[config.mk]
export PLATFORM = sky130hd
export DESIGN_NAME = shot_link_ctl_flat
export DESIGN_NICKNAME = d
export VERILOG_FILES = /design/src/rtl/link_pkg.sv /design/src/rtl/shot_link_ctl_if.sv /design/src/rtl/link_rx_parser.sv /design/src/rtl/shot_link_ctl.sv /design/src/flat_wrapper.sv
export SDC_FILE = /design/constraint.sdc
export NUM_CORES = 1
export LEC_CHECK = 0
export ABC_AREA = 1
export CAP_MARGIN = 20
export CORE_AREA = 5 5 113 94
export CTS_BUF_LIST = sky130_fd_sc_hd__clkbuf_4 sky130_fd_sc_hd__clkbuf_8 sky130_fd_sc_hd__clkbuf_16
export CTS_CLUSTER_DIAMETER = 40
export DETAILED_ROUTE_END_ITERATION = 12
export DIE_AREA = 0 0 118 99
export PLACE_DENSITY = 0.66
export RECOVER_POWER = 50
export SYNTH_ARGS = -nofsm -noshare
export SYNTH_HDL_FRONTEND = slang
export SYNTH_HIERARCHICAL = 1
export SYNTH_SLANG_ARGS = --single-unit
[constraint.sdc]
create_clock -name clk -period 1.7 [get_ports clk]
set_input_delay 0.17 -clock clk [delete_from_list [all_inputs] [get_ports clk]]
set_output_delay 0.17 -clock clk [all_outputs]
set_load 0.01 [all_outputs]
[src/rtl/link_pkg.sv]
// Shared constants, state encodings and the parsed-frame payload for the ship-game link.
package link_pkg;

  localparam int unsigned BYTE_W = 8;
  localparam int unsigned CODE_W = 2;

  localparam logic [BYTE_W-1:0] HDR_SHOT   = 8'h53;
  localparam logic [BYTE_W-1:0] HDR_RESULT = 8'h52;

  localparam logic [CODE_W-1:0] CODE_MISS = 2'b01;
  localparam logic [CODE_W-1:0] CODE_HIT  = 2'b10;
  localparam logic [CODE_W-1:0] CODE_SUNK = 2'b11;

  typedef enum logic [2:0] {
    TX_IDLE,
    TX_HDR,
    TX_HDR_W,
    TX_PLD,
    TX_PLD_W,
    TX_AWAIT
  } tx_state_e;

  typedef enum logic {
    RX_HDR,
    RX_PLD
  } rx_state_e;

  typedef enum logic {
    FRAME_SHOT,
    FRAME_RESULT
  } frame_type_e;

  typedef struct packed {
    logic               valid;
    frame_type_e        ftype;
    logic [BYTE_W-1:0]  payload;
  } rx_frame_t;

endpackage

[src/rtl/shot_link_ctl_if.sv]
// Game-side request/response signals plus the UART TX/RX byte handshakes.
interface shot_link_ctl_if;
  import link_pkg::*;

  logic                shot_req;
  logic [BYTE_W-1:0]   shot_addr;
  logic                shot_busy;
  logic                resp_req;
  logic [CODE_W-1:0]   resp_code;
  logic                resp_ack;
  logic [BYTE_W-1:0]   tx_data;
  logic                tx_start;
  logic                tx_busy;
  logic                tx_done;
  logic [BYTE_W-1:0]   rx_data;
  logic                rx_valid;
  logic                rx_shot_valid;
  logic [BYTE_W-1:0]   rx_shot_addr;
  logic                result_valid;
  logic [CODE_W-1:0]   result_code;
  logic                link_err;

  modport ctl (
    input  shot_req, shot_addr, resp_req, resp_code, tx_busy, tx_done, rx_data, rx_valid,
    output shot_busy, resp_ack, tx_data, tx_start, rx_shot_valid, rx_shot_addr,
           result_valid, result_code, link_err
  );

  modport env (
    output shot_req, shot_addr, resp_req, resp_code, tx_busy, tx_done, rx_data, rx_valid,
    input  shot_busy, resp_ack, tx_data, tx_start, rx_shot_valid, rx_shot_addr,
           result_valid, result_code, link_err
  );

endinterface

[src/rtl/link_rx_parser.sv]
// Two-byte frame parser: header selects frame type, next byte is emitted as a combinational strobe.
module link_rx_parser
  import link_pkg::*;
(
  input  logic               clk,
  input  logic               rst,
  input  logic [BYTE_W-1:0]  rx_data,
  input  logic               rx_valid,
  output rx_frame_t          frame_c
);

  rx_state_e   state_q, state_d;
  frame_type_e ftype_q, ftype_d;

  always_ff @(posedge clk) begin
    if (rst) begin
      state_q <= RX_HDR;
      ftype_q <= FRAME_SHOT;
    end else begin
      state_q <= state_d;
      ftype_q <= ftype_d;
    end
  end

  always_comb begin
    state_d         = state_q;
    ftype_d         = ftype_q;
    frame_c         = '0;
    frame_c.ftype   = ftype_q;
    frame_c.payload = rx_data;
    case (state_q)
      RX_HDR: begin
        if (rx_valid && (rx_data == HDR_SHOT)) begin
          ftype_d = FRAME_SHOT;
          state_d = RX_PLD;
        end else if (rx_valid && (rx_data == HDR_RESULT)) begin
          ftype_d = FRAME_RESULT;
          state_d = RX_PLD;
        end
      end
      RX_PLD: begin
        if (rx_valid) begin
          // A zero result code carries no information and is discarded.
          frame_c.valid = !((ftype_q == FRAME_RESULT) && (rx_data == '0));
          state_d       = RX_HDR;
        end
      end
      default: state_d = RX_HDR;
    endcase
  end

endmodule

[src/rtl/shot_link_ctl.sv]
// Shot/reply message sequencer: arbitrates the UART TX, tracks the outstanding shot with timeout and retry.
module shot_link_ctl
  import link_pkg::*;
#(
  parameter int unsigned TIMEOUT_CYCLES = 100_000_000,
  parameter int unsigned MAX_RETRY      = 3
) (
  input  logic          clk,
  input  logic          rst,
  shot_link_ctl_if.ctl  bus
);

  localparam int unsigned TMO_W   = $clog2(TIMEOUT_CYCLES + 1);
  localparam int unsigned RETRY_W = $clog2(MAX_RETRY + 2);
  localparam logic [TMO_W-1:0]   TMO_LAST  = TMO_W'(TIMEOUT_CYCLES - 1);
  localparam logic [RETRY_W-1:0] RETRY_MAX = RETRY_W'(MAX_RETRY);

  rx_frame_t frame_c;

  link_rx_parser u_rx (
    .clk      (clk),
    .rst      (rst),
    .rx_data  (bus.rx_data),
    .rx_valid (bus.rx_valid),
    .frame_c  (frame_c)
  );

  tx_state_e           state_q, state_d;
  logic                is_reply_q, is_reply_d;
  logic                nested_q, nested_d;
  logic [BYTE_W-1:0]   shot_addr_q, shot_addr_d;
  logic [CODE_W-1:0]   resp_code_q, resp_code_d;
  logic [RETRY_W-1:0]  retry_q, retry_d;
  logic [TMO_W-1:0]    tmo_q, tmo_d;
  logic                shot_busy_q, shot_busy_d;
  logic                link_err_q, link_err_d;
  logic [BYTE_W-1:0]   tx_data_q, tx_data_d;
  logic                tx_start_q, tx_start_d;
  logic                resp_ack_q, resp_ack_d;
  logic                result_valid_q, result_valid_d;
  logic [CODE_W-1:0]   result_code_q, result_code_d;
  logic                rx_shot_valid_q, rx_shot_valid_d;
  logic [BYTE_W-1:0]   rx_shot_addr_q, rx_shot_addr_d;
  logic                resp_go_c;
  logic                result_hit_c;

  always_ff @(posedge clk) begin
    if (rst) begin
      state_q         <= TX_IDLE;
      is_reply_q      <= 1'b0;
      nested_q        <= 1'b0;
      shot_addr_q     <= '0;
      resp_code_q     <= '0;
      retry_q         <= '0;
      tmo_q           <= '0;
      shot_busy_q     <= 1'b0;
      link_err_q      <= 1'b0;
      tx_data_q       <= '0;
      tx_start_q      <= 1'b0;
      resp_ack_q      <= 1'b0;
      result_valid_q  <= 1'b0;
      result_code_q   <= '0;
      rx_shot_valid_q <= 1'b0;
      rx_shot_addr_q  <= '0;
    end else begin
      state_q         <= state_d;
      is_reply_q      <= is_reply_d;
      nested_q        <= nested_d;
      shot_addr_q     <= shot_addr_d;
      resp_code_q     <= resp_code_d;
      retry_q         <= retry_d;
      tmo_q           <= tmo_d;
      shot_busy_q     <= shot_busy_d;
      link_err_q      <= link_err_d;
      tx_data_q       <= tx_data_d;
      tx_start_q      <= tx_start_d;
      resp_ack_q      <= resp_ack_d;
      result_valid_q  <= result_valid_d;
      result_code_q   <= result_code_d;
      rx_shot_valid_q <= rx_shot_valid_d;
      rx_shot_addr_q  <= rx_shot_addr_d;
    end
  end

  // resp_req is a level held until resp_ack; ignore it during the ack cycle so one reply is not sent twice.
  assign resp_go_c    = bus.resp_req && !resp_ack_q;
  assign result_hit_c = frame_c.valid && (frame_c.ftype == FRAME_RESULT) && (state_q == TX_AWAIT);

  always_comb begin
    state_d         = state_q;
    is_reply_d      = is_reply_q;
    nested_d        = nested_q;
    shot_addr_d     = shot_addr_q;
    resp_code_d     = resp_code_q;
    retry_d         = retry_q;
    tmo_d           = tmo_q;
    shot_busy_d     = shot_busy_q;
    link_err_d      = link_err_q;
    tx_data_d       = tx_data_q;
    tx_start_d      = 1'b0;
    resp_ack_d      = 1'b0;
    result_valid_d  = 1'b0;
    result_code_d   = result_code_q;
    rx_shot_valid_d = 1'b0;
    rx_shot_addr_d  = rx_shot_addr_q;

    if (frame_c.valid && (frame_c.ftype == FRAME_SHOT)) begin
      rx_shot_valid_d = 1'b1;
      rx_shot_addr_d  = frame_c.payload;
    end

    case (state_q)
      TX_IDLE: begin
        if (resp_go_c) begin
          resp_code_d = bus.resp_code;
          is_reply_d  = 1'b1;
          nested_d    = 1'b0;
          state_d     = TX_HDR;
        end else if (bus.shot_req && !shot_busy_q && !link_err_q) begin
          shot_addr_d = bus.shot_addr;
          shot_busy_d = 1'b1;
          retry_d     = '0;
          is_reply_d  = 1'b0;
          state_d     = TX_HDR;
        end
      end
      TX_HDR: begin
        if (!bus.tx_busy) begin
          tx_start_d = 1'b1;
          tx_data_d  = is_reply_q ? HDR_RESULT : HDR_SHOT;
          state_d    = TX_HDR_W;
        end
      end
      TX_HDR_W: begin
        if (bus.tx_done) state_d = TX_PLD;
      end
      TX_PLD: begin
        if (!bus.tx_busy) begin
          tx_start_d = 1'b1;
          tx_data_d  = is_reply_q ? BYTE_W'(resp_code_q) : shot_addr_q;
          state_d    = TX_PLD_W;
        end
      end
      TX_PLD_W: begin
        if (bus.tx_done) begin
          if (is_reply_q) begin
            resp_ack_d = 1'b1;
            is_reply_d = 1'b0;
            nested_d   = 1'b0;
            state_d    = nested_q ? TX_AWAIT : TX_IDLE;
          end else begin
            tmo_d   = '0;
            state_d = TX_AWAIT;
          end
        end
      end
      TX_AWAIT: begin
        if (result_hit_c) begin
          result_valid_d = 1'b1;
          result_code_d  = frame_c.payload[CODE_W-1:0];
          shot_busy_d    = 1'b0;
          state_d        = TX_IDLE;
        end else if (tmo_q == TMO_LAST) begin
          if (retry_q < RETRY_MAX) begin
            retry_d = retry_q + RETRY_W'(1);
            state_d = TX_HDR;
          end else begin
            link_err_d  = 1'b1;
            shot_busy_d = 1'b0;
            state_d     = TX_IDLE;
          end
        end else if (resp_go_c) begin
          // Reply nested inside the wait; the timeout count holds until we come back.
          resp_code_d = bus.resp_code;
          is_reply_d  = 1'b1;
          nested_d    = 1'b1;
          state_d     = TX_HDR;
        end else begin
          tmo_d = tmo_q + TMO_W'(1);
        end
      end
      default: state_d = TX_IDLE;
    endcase
  end

  assign bus.shot_busy     = shot_busy_q;
  assign bus.resp_ack      = resp_ack_q;
  assign bus.tx_data       = tx_data_q;
  assign bus.tx_start      = tx_start_q;
  assign bus.rx_shot_valid = rx_shot_valid_q;
  assign bus.rx_shot_addr  = rx_shot_addr_q;
  assign bus.result_valid  = result_valid_q;
  assign bus.result_code   = result_code_q;
  assign bus.link_err      = link_err_q;

endmodule

[src/flat_wrapper.sv]
// flat-port wrapper written by rule: the top's interface ports become plain ports
module shot_link_ctl_flat import link_pkg::*;
#(
  parameter int unsigned TIMEOUT_CYCLES = 100_000_000,
  parameter int unsigned MAX_RETRY      = 3
)
  (clk, rst, bus_shot_req, bus_shot_addr, bus_resp_req, bus_resp_code, bus_tx_busy, bus_tx_done, bus_rx_data, bus_rx_valid, bus_shot_busy, bus_resp_ack, bus_tx_data, bus_tx_start, bus_rx_shot_valid, bus_rx_shot_addr, bus_result_valid, bus_result_code, bus_link_err);
  shot_link_ctl_if bus_i ();
  input  logic clk;
  input  logic rst;
  input wire logic [$bits(bus_i.shot_req)-1:0] bus_shot_req;
  input wire logic [$bits(bus_i.shot_addr)-1:0] bus_shot_addr;
  input wire logic [$bits(bus_i.resp_req)-1:0] bus_resp_req;
  input wire logic [$bits(bus_i.resp_code)-1:0] bus_resp_code;
  input wire logic [$bits(bus_i.tx_busy)-1:0] bus_tx_busy;
  input wire logic [$bits(bus_i.tx_done)-1:0] bus_tx_done;
  input wire logic [$bits(bus_i.rx_data)-1:0] bus_rx_data;
  input wire logic [$bits(bus_i.rx_valid)-1:0] bus_rx_valid;
  output wire logic [$bits(bus_i.shot_busy)-1:0] bus_shot_busy;
  output wire logic [$bits(bus_i.resp_ack)-1:0] bus_resp_ack;
  output wire logic [$bits(bus_i.tx_data)-1:0] bus_tx_data;
  output wire logic [$bits(bus_i.tx_start)-1:0] bus_tx_start;
  output wire logic [$bits(bus_i.rx_shot_valid)-1:0] bus_rx_shot_valid;
  output wire logic [$bits(bus_i.rx_shot_addr)-1:0] bus_rx_shot_addr;
  output wire logic [$bits(bus_i.result_valid)-1:0] bus_result_valid;
  output wire logic [$bits(bus_i.result_code)-1:0] bus_result_code;
  output wire logic [$bits(bus_i.link_err)-1:0] bus_link_err;
  assign bus_i.shot_req = bus_shot_req;
  assign bus_i.shot_addr = bus_shot_addr;
  assign bus_i.resp_req = bus_resp_req;
  assign bus_i.resp_code = bus_resp_code;
  assign bus_i.tx_busy = bus_tx_busy;
  assign bus_i.tx_done = bus_tx_done;
  assign bus_i.rx_data = bus_rx_data;
  assign bus_i.rx_valid = bus_rx_valid;
  assign bus_shot_busy = bus_i.shot_busy;
  assign bus_resp_ack = bus_i.resp_ack;
  assign bus_tx_data = bus_i.tx_data;
  assign bus_tx_start = bus_i.tx_start;
  assign bus_rx_shot_valid = bus_i.rx_shot_valid;
  assign bus_rx_shot_addr = bus_i.rx_shot_addr;
  assign bus_result_valid = bus_i.result_valid;
  assign bus_result_code = bus_i.result_code;
  assign bus_link_err = bus_i.link_err;
  shot_link_ctl #(.TIMEOUT_CYCLES(TIMEOUT_CYCLES), .MAX_RETRY(MAX_RETRY)) u_core (.clk(clk), .rst(rst), .bus(bus_i));
endmodule
# Word-level counts from Yosys, hierarchy flattened

Index checks and enable logic that the tools add are counted.
Widths: inputs -> output; s select.

Flip-flop bits (word level): 71
Input port bits: 25
Output and inout bits: 24
Word-level logic and storage cells: 156

Add/subtract/negate cells: 2
Order comparisons: 1
Equality and inequality tests: 27
Mux-type cells: 63
Bitwise logic cells: 9
Reduce and logical (&&, ||, !) cells: 36

Operators by type and width:

| cell                  | count |
|---|---|
| $mux 27               | 5 |
| $pmux 27 s2           | 1 |
| $mux 3                | 16 |
| $add 27x1->27 const B | 1 |
| $eq 27x27->1 const B  | 1 |
| $mux 1                | 27 |
| $mux 8                | 3 |
| $reduce_and 6->1      | 4 |
| $ne 2x2->1 const B    | 11 |
| $pmux 3 s6            | 1 |
| $eq 8x7->1 const B    | 2 |
| $pmux 8 s2            | 1 |
| $logic_and 1x1->1     | 9 |
| $not 1->1             | 9 |
| $reduce_and 3->1      | 3 |
| $logic_not 8->1       | 1 |
| $ne 2x1->1 const B    | 4 |
| $reduce_bool 2->1     | 4 |
| $reduce_and 7->1      | 1 |
| $eq 3x2->1 const B    | 2 |
| $eq 3x3->1 const B    | 2 |
| $mux 2                | 3 |
| $ne 3x2->1 const B    | 2 |
| $pmux 1 s3            | 2 |
| other kinds (16)      | 23 |

# Longest topological paths before layout

Depth in word-level cells: 9
Mapped depth: 13
Depth with buffers taken out: 12

# By module

Netlist, hierarchy kept.

By module, submodules not included:

| module         | instances | cells an instance | area an instance (µm²) | sequential area each (µm²) |
|---|---|---|---|---|
| shot_link_ctl  | 1         | 573               | 3687.3                 | 1381.3 |
| link_rx_parser | 1         | 35                | 235.2                  | 40.0 |

# Worst setup path before layout

OpenSTA, ideal clock, no wires.

Path type: register -> register
From: register u_core.tmo_q[0]
To: register u_core.tmo_q[14]
Setup time: 0.113 ns
Arrival time: 1.528 ns
Path slack: 0.059 ns
Stages on the path, launching flop included: 12
Path buffers: 1
Period minus slack after synthesis: 1.641 ns
Cell sequence: dfxtp_1 > ha_1 > nand2_1 > nor2_4 > nand2_4 > nor2_8 > nand3_4 > nand2_4 > inv_2 > buf_6 > a21oi_2 > nor2_1

Word-level cells in the longest chain between the ends: 5
Elaborated cells on any way between the ends: 8
Classes of those cells: add/sub (1); eq/ne (2); mux (4); reduce/logical (1)

RTL lines:

| element                  | RTL line             | source |
|---|---|---|
| start: declaration       | shot_link_ctl.sv:34  | `logic [TMO_W-1:0] tmo_q, tmo_d;` |
| start signal: assignment | shot_link_ctl.sv:72  | `tmo_q <= tmo_d;` |
| $add 27x1->27            | shot_link_ctl.sv:179 | `tmo_d = tmo_q + TMO_W'(1);` |
| $mux 27                  | shot_link_ctl.sv:172 | `end else if (resp_go_c) begin` |
| $mux 27                  | shot_link_ctl.sv:163 | `end else if (tmo_q == TMO_LAST) begin` |
| $mux 27                  | shot_link_ctl.sv:158 | `if (result_hit_c) begin` |
| $pmux 27 s2              | shot_link_ctl.sv:112 | `case (state_q)` |

Several ways; a longest one is shown, not always the timed one. The select of a mux whose other input is x is not followed.
A chain may end at the register's enable or synchronous reset.

# Worst setup path in the final report

From: register u_core.tmo_q[1]
To: register u_core.tmo_q[20]

Same word-level chain as after synthesis.

==> results.toml <==
[synthesis]
async_flop_share = 0
yosysSeqAreaShare = 0.362
synth.cell_area_mm2 = 0.00392
synthCells = 608
synth_top_cell_by_area = "dfxtp_1"
synth_nets = 635
ys_types = 37
synth_area_leaders = "dfxtp_1, nor2_1, nand2_1, inv_1, a21oi_1"
synth_ff_type = "dfxtp_1"
ys_warn_count = 6
netlist.area_leader.share = 0.362
synth_edf_count = 0
syn_area_per_cell_um2 = 6.45
ys_ff_latch = 71

[power]
power_density_mw_per_mm2 = 1010
leakagePower_nw = 2.16
p_total_w = 0.00541
peakVddDrop_uv = 775

[global_route]
grt_usage = 0.178
grt_pass1_wl_um = 17500
grt.overflow.total = 0
grt_pass1_vias = 3946
grt_max_degree = 32
antenna_found_initial = 0

[route]
firstDrtPassIters = 5
vias = 4076
final_antenna_net_count = 0
drt_wl_total_um = 10400
avgRoutedWirePerCell_um = 12.6
vias_per_cell = 4.96
drcViolationCount = 0
drt_iter0_drc = 227

[clock_tree]
cts_buffers = 9
cts_hold_buf = 0
cts_tree = "yes"
clock_sinks = 71
htree_num_levels = 3
cts_max_path_buffers = 2
clk_pin_slew_worst_paths_ns = 0.06
clock_latency_ns = 0.34
cts_root_buf = "clkbuf_16"

[placement]
dp_hpwl_um = 7570
placed_area_mm2 = 0.00481
port_buffers = 48
gp_congestion = 0.885

[worst_setup_path]
crit_arrival_ns = 1.95
timing.rr.end = "u_core/tmo_q[20]"
r2r_slack_ns = 0.02
required_ns = 1.97
critical_path.startpoint_type = "flip-flop"
rr_worst_depth = 10
cp_max_fo = 3
end_kind = "flip-flop"
timing.rr.start = "u_core/tmo_q[1]"
path_class = "reg -> reg"
startpoint = "u_core/tmo_q[1]"

[flow_run]
maxCapViolCount = 0

[sta]
rsz0062_at_grt = "true"
skew_ns = 0.00955
worst_slew_pin_slew_ns = 0.456
tns_ns = 0
clock.fmax_ghz = 0.596
whs_ns = 0.411
slew_headroom = 0.694
layout_min_cycle_time_ns = 1.68
hold_viol = 0
drv_slew = 0
min_period_over_period = 0.987
finalSetupViolCount = 0

[finish]
fin_area_mm2 = 0.00534
insertedDiodeCount = 0
finish.net_count = 725
final_cell_mix = "nor2_1, nand2_1, inv_1, dfxtp_1"
final_common_cell = "nor2_1"
drive_above_1_share = 0.198
synthToLayoutAreaGrowth_pct = 36.2

[hold_path]
worstHoldEndpoint = "u_core/shot_addr_q[1]"
hold_depth = 3
hp-start = "bus_shot_addr[1]"
hold_class = "in -> reg"

[floorplan]
row_count = 32
die_area_mm2 = 0.0117
io_pins = 49
die_h_um = 99
start_util = 0.419
dieWidth_um = 118
core_area_mm2 = 0.00937

[status]
status = "finished clean"
## cell usage after synthesis, types with 3 or more instances
cell type  count
nor2_4         5
a21oi_1       40
nor3_1         5
buf_6          4
dfxtp_1       71
a31oi_1        3
nor2_2         4
clkbuf_1       7
buf_4         11
o21ai_0       33
buf_2          3
inv_1         64
inv_2          5
xor2_1         7
nand4_1        8
nor2_1       138
nand3_1       40
nand2_1      130
o21ai_1        4
## sequential cells by signal (all words and copies together), names as in the netlist, 2 cells and up
| register | count |
|---|---|
| u_core/tmo_q | 27 |
| u_core/bus.rx_shot_addr | 8 |
| u_core/bus.tx_data | 8 |
| u_core/shot_addr_q | 8 |
| u_core/retry_q | 3 |
| u_core/state_q | 3 |
| u_core/bus.result_code | 2 |
| u_core/resp_code_q | 2 |
## area by class of cell
type / instances / area, um^2
Fill cell: 898 / 4030
Multi-Input combinational cell: 441 / 2210
Sequential cell: 71 / 1440
Timing Repair Buffer: 104 / 957
Inverter: 71 / 269
Clock buffer: 9 / 225
Tap cell: 119 / 149
Clock inverter: 7 / 103
## how the worst max path moves through the flow
stage	endpoint	slack (ns)	cells past startpoint
after detailed placement	u_core/tmo_q[1]	-0.32	12
after CTS	u_core/tmo_q[1]	0.004	10
final	u_core/tmo_q[20]	0.02	10
after global routing	u_core/tmo_q[20]	-0.1	9
after global placement	u_core/tmo_q[1]	-0.27	12
after floorplan	u_core/tmo_q[14]	0.06	11
## power by group
group | leakage [nW] | internal, W | total, W | switching, W
clock | 0.157 | 0.00130 | 0.00207 | 0.000771
sequential | 0.580 | 0.00183 | 0.00194 | 0.000107
combinational | 1.43 | 0.000604 | 0.00139 | 0.000791
total | 2.16 | 0.00374 | 0.00541 | 0.00167
## repair_timing
action,CTS,global route
setup endpoints to repair,12,44
buffers inserted,1,1
resized for setup,5,52
pin swaps,4,16
## cell families after synthesis
group | after synthesis | share of synthesized area
adder cells (fa/ha/maj) | 2 | 0.00638
XOR/XNOR | 8 | 0.0179
flip-flops | 71 | 0.362
buffers and inverters | 96 | 0.112
AO/OA/AOI/OAI | 87 | 0.117
AND/OR/NAND/NOR | 344 | 0.384
## routing by layer
layer / wire, um / global-route usage / vias up
met3: 628 / 0.0511 / 18
met5: 0 / 0 / -
met2: 4830 / 0.293 / 109
met4: 209 / 0.0591 / 0
met1: 4710 / 0.226 / 1860
li1: - / - / 2089
## critical path, cell delays in order, from the launching register on
cell     delay (ns)
dfxtp_2        0.35
ha_4           0.15
nand2_4        0.06
nor2_4         0.14
buf_6          0.12
nand4_1        0.21
nor3_2         0.25
nand3_1        0.12
nand2_1        0.08
nand2_1        0.05
nor2_1         0.08
## per-stage QoR
step	std cells	util	setup WS, ns
2_1_floorplan	608	-	0.0592
3_3_place_gp	804	0.514	-0.269
3_5_place_dp	804	0.514	-0.317
4_1_cts	821	0.551	0.00384
5_1_grt	822	0.570	-0.0985
6_report	822	0.570	0.0213
(Power assumes the default switching activity.)
